### src/rtl/max_pool_2x2.sv
// 2x2 stride-2 max-pooling down-sampler for channel-interleaved pixel streams.
// The horizontal max goes through a hold register; the even-row result is parked in a line buffer.
module max_pool_2x2 #(
  parameter int DATA_WIDTH   = 8,
  parameter int STRING_LEN   = 224,
  parameter int CHANNEL_NUM  = 3,
  parameter int DATA_O_WIDTH = DATA_WIDTH
) (
  input  logic                           clk,
  input  logic                           reset_n,
  input  logic signed [DATA_WIDTH-1:0]   data_i,
  input  logic                           valid_i,
  input  logic                           sop_i,
  input  logic                           eop_i,
  input  logic                           sof_i,
  input  logic                           eof_i,
  output logic signed [DATA_O_WIDTH-1:0] data_o,
  output logic                           data_valid_o,
  output logic                           sop_o,
  output logic                           eop_o,
  output logic                           sof_o,
  output logic                           eof_o
);

  localparam int PAIRS = STRING_LEN / 2;
  localparam int DEPTH = PAIRS * CHANNEL_NUM;
  localparam int CW    = (CHANNEL_NUM > 1) ? $clog2(CHANNEL_NUM) : 1;
  localparam int XW    = (STRING_LEN > 2) ? $clog2(STRING_LEN) : 1;
  localparam int AW    = (DEPTH > 1) ? $clog2(DEPTH) : 1;

  if (DATA_O_WIDTH != DATA_WIDTH) begin : g_bad_width
    $error("max_pool_2x2: DATA_O_WIDTH must equal DATA_WIDTH");
  end
  if ((STRING_LEN % 2) != 0 || STRING_LEN < 2) begin : g_bad_len
    $error("max_pool_2x2: STRING_LEN must be even and at least 2");
  end
  if (CHANNEL_NUM < 1) begin : g_bad_chan
    $error("max_pool_2x2: CHANNEL_NUM must be at least 1");
  end

  logic [CW-1:0] chan_q, chan_e, chan_n;
  logic [XW-1:0] col_q, col_e, col_n, pair_e;
  logic          rp_q, rp_e, rp_n;
  logic          sof_pend_q;
  logic          last_chan, last_col;
  logic [AW-1:0] addr_e;
  logic          wr_en, rd_en;

  logic signed [DATA_WIDTH-1:0] hold [CHANNEL_NUM];
  logic signed [DATA_WIDTH-1:0] ram  [DEPTH];
  logic signed [DATA_WIDTH-1:0] hold_sel, hmax, ram_q, hmax_r, pooled;

  logic s1_valid, s1_sop, s1_eop, s1_sof, s1_eof;
  logic unused_inputs;

  // End of row is implied by the counters; eop_i carries no extra information.
  assign unused_inputs = eop_i;

  // Effective position of the current sample after sof/sop resync, and the position that follows it.
  always_comb begin
    chan_e = chan_q;
    col_e  = col_q;
    rp_e   = rp_q;
    if (sof_i) begin
      chan_e = '0;
      col_e  = '0;
      rp_e   = 1'b0;
    end else if (sop_i) begin
      chan_e = '0;
      col_e  = '0;
    end
    last_chan = (chan_e == CW'(CHANNEL_NUM - 1));
    last_col  = (col_e == XW'(STRING_LEN - 1));
    chan_n    = last_chan ? '0 : chan_e + 1'b1;
    col_n     = col_e;
    if (last_chan) col_n = last_col ? '0 : col_e + 1'b1;
    rp_n      = rp_e ^ (last_chan & last_col);
    if (eof_i) rp_n = 1'b0;
    pair_e    = col_e >> 1;
    addr_e    = AW'(int'(pair_e) * CHANNEL_NUM + int'(chan_e));
    hold_sel  = hold[chan_e];
    hmax      = (hold_sel > data_i) ? hold_sel : data_i;
    wr_en     = valid_i & col_e[0] & ~rp_e;
    rd_en     = valid_i & col_e[0] & rp_e;
    pooled    = (hmax_r > ram_q) ? hmax_r : ram_q;
  end

  always_ff @(posedge clk or negedge reset_n) begin
    if (!reset_n) begin
      chan_q     <= '0;
      col_q      <= '0;
      rp_q       <= 1'b0;
      sof_pend_q <= 1'b0;
    end else if (valid_i) begin
      chan_q <= chan_n;
      col_q  <= col_n;
      rp_q   <= rp_n;
      if (sof_i)      sof_pend_q <= 1'b1;
      else if (rd_en) sof_pend_q <= 1'b0;
    end
  end

  // Storage without reset: contents are always written before they are read.
  always_ff @(posedge clk) begin
    if (valid_i && !col_e[0]) hold[chan_e] <= data_i;
    if (wr_en) ram[addr_e] <= hmax;
    if (rd_en) ram_q <= ram[addr_e];
  end

  always_ff @(posedge clk or negedge reset_n) begin
    if (!reset_n) begin
      s1_valid <= 1'b0;
      hmax_r   <= '0;
      s1_sop   <= 1'b0;
      s1_eop   <= 1'b0;
      s1_sof   <= 1'b0;
      s1_eof   <= 1'b0;
    end else begin
      s1_valid <= rd_en;
      if (rd_en) begin
        hmax_r <= hmax;
        s1_sop <= (pair_e == '0) && (chan_e == '0);
        s1_eop <= (pair_e == XW'(PAIRS - 1)) && last_chan;
        s1_sof <= sof_pend_q && (pair_e == '0) && (chan_e == '0);
        s1_eof <= eof_i;
      end
    end
  end

  always_ff @(posedge clk or negedge reset_n) begin
    if (!reset_n) begin
      data_o       <= '0;
      data_valid_o <= 1'b0;
      sop_o        <= 1'b0;
      eop_o        <= 1'b0;
      sof_o        <= 1'b0;
      eof_o        <= 1'b0;
    end else begin
      data_valid_o <= s1_valid;
      sop_o        <= s1_valid & s1_sop;
      eop_o        <= s1_valid & s1_eop;
      sof_o        <= s1_valid & s1_sof;
      eof_o        <= s1_valid & s1_eof;
      if (s1_valid) data_o <= pooled;
    end
  end

endmodule
### config.mk
export PLATFORM = sky130hd
export DESIGN_NAME = max_pool_2x2
export DESIGN_NICKNAME = d
export VERILOG_FILES = /design/src/rtl/max_pool_2x2.sv
export SDC_FILE = /design/constraint.sdc
export NUM_CORES = 2
export LEC_CHECK = 0
export CAP_MARGIN = 0
export CORE_UTILIZATION = 50
export CTS_BUF_LIST = sky130_fd_sc_hd__clkbuf_8
export DETAILED_ROUTE_END_ITERATION = 8
export HOLD_SLACK_MARGIN = 0.12
export PLACE_DENSITY_LB_ADDON = 0.15
export SETUP_SLACK_MARGIN = 0.4
export SYNTH_ARGS = -nofsm -noshare
export SYNTH_HDL_FRONTEND = slang
export SYNTH_SLANG_ARGS = --single-unit
### constraint.sdc
create_clock -name clk -period 30.9 [get_ports clk]
set_input_delay 6.18 -clock clk [delete_from_list [all_inputs] [get_ports clk]]
set_output_delay 6.18 -clock clk [all_outputs]
set_load 0.03 [all_outputs]
==> flow_summary.ini <==
[critical_path]
r2r_start = chan_q[0]$_DFFE_PN0P_
end_kind = register
r2r-end = ram_q[3]$_DFFE_PP_
critical_path_peak_fanout = 78
crit_arrival_ns = 14.33
crit_slowest_cell = buf_4
worst_setup_path_start_kind = input pin
critPathBufInv = 8
crit_required_ns = 31.71
rr_worst_depth = 14
regToRegSetupSlack_ns = 22.61
cp_common_cell = buf_4
path_class = in -> reg
cp_cell_sequence = clkdlybuf4s50_1, nor2_1, buf_4, nand2_1, inv_1, ha_4, buf_4, buf_4, buf_12, buf_4, buf_4, mux4_2, mux4_2, nand2_1, a21oi_1, nor3_1, o2111ai_1
crit_path_max_incr_delay_ns = 0.84
crit_family = buffers and inverters

[sta]
fmax_ghz = 0.07397
relSlewSlack_pct = 19.50
period_needed_ns = 13.52
hold_viol = 0
worst_pin_slew_ns = 1.198
setup_viol = 0
rsz0062_at_grt = false
finalClockSkew_ns = 0.1033
slew_viol_final = 0
period_share_pct = 43.75
fin_setup_tns_ns = 0

[status]
outcome = finished clean

[place]
port_buffers = 26
dp_hpwl_um = 153000
place.gp.congestion = 0.8169

[cts]
clock-sinks = 2758
cts_setup_buffers = 0
insertion_delay_ns = 1.12
cts_hold_buffers = 0
clk_pin_slew_ns = 0.06
cts_tree = yes
cts_resized = 0
cts_buffer_depth = 4
h-tree-depth = 5
root_buffer = clkbuf_8
cts_made_buffers = 451

[grt]
grt_pass1_wl_um = 381600
grt_max_degree = 197
grt-ovfl-total = 0
grt_pass1_vias = 52890
grt_use_total_pct = 24.72
grt.busiest_layer = met2
antenna_found_initial = 8
met3_usage_pct = 5.809
grtUsageMet1_pct = 35.69
grt_use_met2_pct = 37.79

[synth]
yosys_warnings = 0
synth_edf_count = 2720
synth_flop_cell = edfxtp_1
yosysUniqueCellTypes = 64
syn_nets = 4933
synthesis.area_um2 = 107800
postSynthCellCount = 4882
syn_avg_cell_area_um2 = 22.09
synth_async_sr_flop_share_pct = 1.378
yosysSeqAreaShare_pct = 76.63
ys_ff_latch = 2758

[power]
ir_drop_mv = 0.05049
power.density_nw_per_um2 = 63.89
power_leakage_nw = 36.78

[min_path]
holdPathStages = 1
hold_path_end = sop_o$_DFF_PN0_
hold_class = reg -> reg
hp-start = s1_sop$_DFFE_PN0P_

[die]
num_io_pins = 28
die-area_um2 = 217500
die_y_um = 466.4
die_x_um = 466.4
initial_utilization_pct = 50.29
rows = 170
coreArea_um2 = 214400

[drt]
dr.pass1.iters = 5
ant_nets = 0
route.detailed.drc = 0
via_count = 51820
drtIter0Drc = 5382
drt-wirelength-per-cell_um = 31.86
totalWireLength_um = 266400
vias_per_cell = 6.196

[layout]
final_util_pct = 55.57
drive_above_1_share_pct = 27.11
area_growth_pct = 10.50
finalNetCount = 5235
fillCellCount = 16160

[run]
cap_violations = 0
==> logic make-up after synthesis <==
group,Yosys count,share of synthesized area [%]
flip-flops,2758,76.63
adder cells (fa/ha/maj),36,0.4317
AO/OA/AOI/OAI,185,1.156
buffers and inverters,314,1.405
multiplexers,890,17.71
AND/OR/NAND/NOR,696,2.631
XOR/XNOR,3,0.03134
==> placed cells by master (no fill, tap or decap), types with 26 or more instances in the layout <==
master and n:
a21oi_1 39, buf_4 93, clkbuf_8 459, clkinv_1 116, clkinv_2 46, dfrtp_1 38, edfxtp_1 2720, ha_1 32
inv_1 191, mux2i_1 52, mux4_2 812, nand2_1 180, nand3_1 55, nor2_1 373, o21ai_0 26
==> power breakdown <==
part / leakage [nW] / internal (mW) / switching, mW
Clock: 4.57 / 1.41 / 1.41
Combinational: 7.26 / 0.117 / 0.355
Sequential: 25.0 / 4.32 / 0.00116
Total: 36.8 / 5.84 / 1.77
==> cell type report <==
class                      count  area, µm²  share of cell area [%]
antenna                        3      7.507                0.006301
clock buffer                 459       6317                   5.302
clock inverter               332       1483                   1.244
inverter                      38      142.6                  0.1197
multi-input combinational   1810      23950                   20.10
sequential                  2758      82630                   69.35
tap                         2838       3551                   2.980
timing repair buffer         125       1074                  0.9010
==> flip-flops by register name, indices dropped and copies added, names as in the netlist <==
| signal | flops |
|---|---|
| sop_o | 1 |
| chan_q | 2 |
| s1_sop | 1 |
| hold | 24 |
| ram | 2688 |
| rp_q | 1 |
| ram_q | 8 |
| s1_eof | 1 |
| eop_o | 1 |
| s1_eop | 1 |
| s1_sof | 1 |
| sof_o | 1 |
| hmax_r | 8 |
| eof_o | 1 |
| data_o | 8 |
| data_valid_o | 1 |
| sof_pend_q | 1 |
| s1_valid | 1 |
| col_q | 8 |
==> worst register-to-register path, cell delays in order (launching register included) <==
cell       delay, ns
dfrtp_1         0.66
nand2_1         0.44
inv_1           0.27
ha_4            0.61
buf_4           0.85
buf_4           0.76
buf_12          0.64
buf_4           0.72
buf_4           0.71
mux4_2          0.66
mux4_2          0.51
nand2_1         0.10
a21oi_1         0.21
nor3_1          0.66
o2111ai_1       0.20
==> synth_stat cells (all sizes together), types with 2 or more instances <==
master | n | area [µm²]
a22o | 4 | 35.03
or2 | 4 | 25.02
nor3 | 16 | 80.08
o311a | 3 | 30.03
a31o | 2 | 17.52
a211o | 2 | 17.52
a21o | 2 | 15.01
nand4 | 11 | 68.82
mux2i | 53 | 530.5
o21ai | 32 | 160.2
nor2 | 378 | 1421
dfrtp | 38 | 950.9
inv | 37 | 138.9
a21oi | 39 | 195.2
a221oi | 4 | 35.03
mux4 | 812 | 18290
a31oi | 14 | 87.58
nor2b | 8 | 50.05
o31ai | 6 | 45.04
nand2 | 197 | 742.0
xnor2 | 2 | 17.52
buf | 141 | 865.8
a2111oi | 4 | 42.54
a32oi | 7 | 61.31
fa | 2 | 40.04
nor3b | 3 | 22.52
o211ai | 3 | 22.52
a32o | 2 | 20.02
or3 | 2 | 12.51
o22ai | 20 | 125.1
a311oi | 2 | 17.52
o2111ai | 3 | 26.28
and3 | 12 | 75.07
a211oi | 6 | 45.04
and2 | 7 | 43.79
ha | 34 | 425.4
o21a | 8 | 60.06
clkbuf | 135 | 506.7
mux2 | 25 | 281.5
edfxtp | 2720 | 81680
o211a | 2 | 20.02
o22a | 2 | 17.52
nand3 | 55 | 275.3
a22oi | 11 | 82.58
==> through the flow <==
stage               area, µm²  instances  hold WS [ns]  power [mW]  setup slack, ns
floorplan              107800       4882        0.3704       4.710            11.02
global placement       111300       7569        0.4597       4.857            15.99
detailed placement     111300       7569        0.4622       4.878            16.01
CTS                    119100       8360        0.4756       7.678            17.20
global route           119100       8361        0.4971       7.858            16.68
finish                 119100       8363        0.4715       7.613            17.38
==> worst max path at each step <==
| stage | from | to | slack [ns] | cells after the start |
|---|---|---|---|---|
| after floorplan | sof_i | ram[0][0]$_DFFE_PP_ | 11.02 | 15 |
| after global placement | sof_i | ram_q[7]$_DFFE_PP_ | 15.99 | 17 |
| after detailed placement | sof_i | ram_q[7]$_DFFE_PP_ | 16.01 | 17 |
| after CTS | sof_i | ram_q[7]$_DFFE_PP_ | 17.20 | 17 |
| after global routing | sof_i | ram_q[7]$_DFFE_PP_ | 16.68 | 17 |
| final | sof_i | ram_q[3]$_DFFE_PP_ | 17.38 | 17 |
==> metal layers <==
layer	routed length, µm	vias to the layer above
li1	-	21110
met5	28	-
met1	111200	28060
met2	126100	2205
met4	6956	4
met3	22130	441
Power figures use the tool's default switching activity.
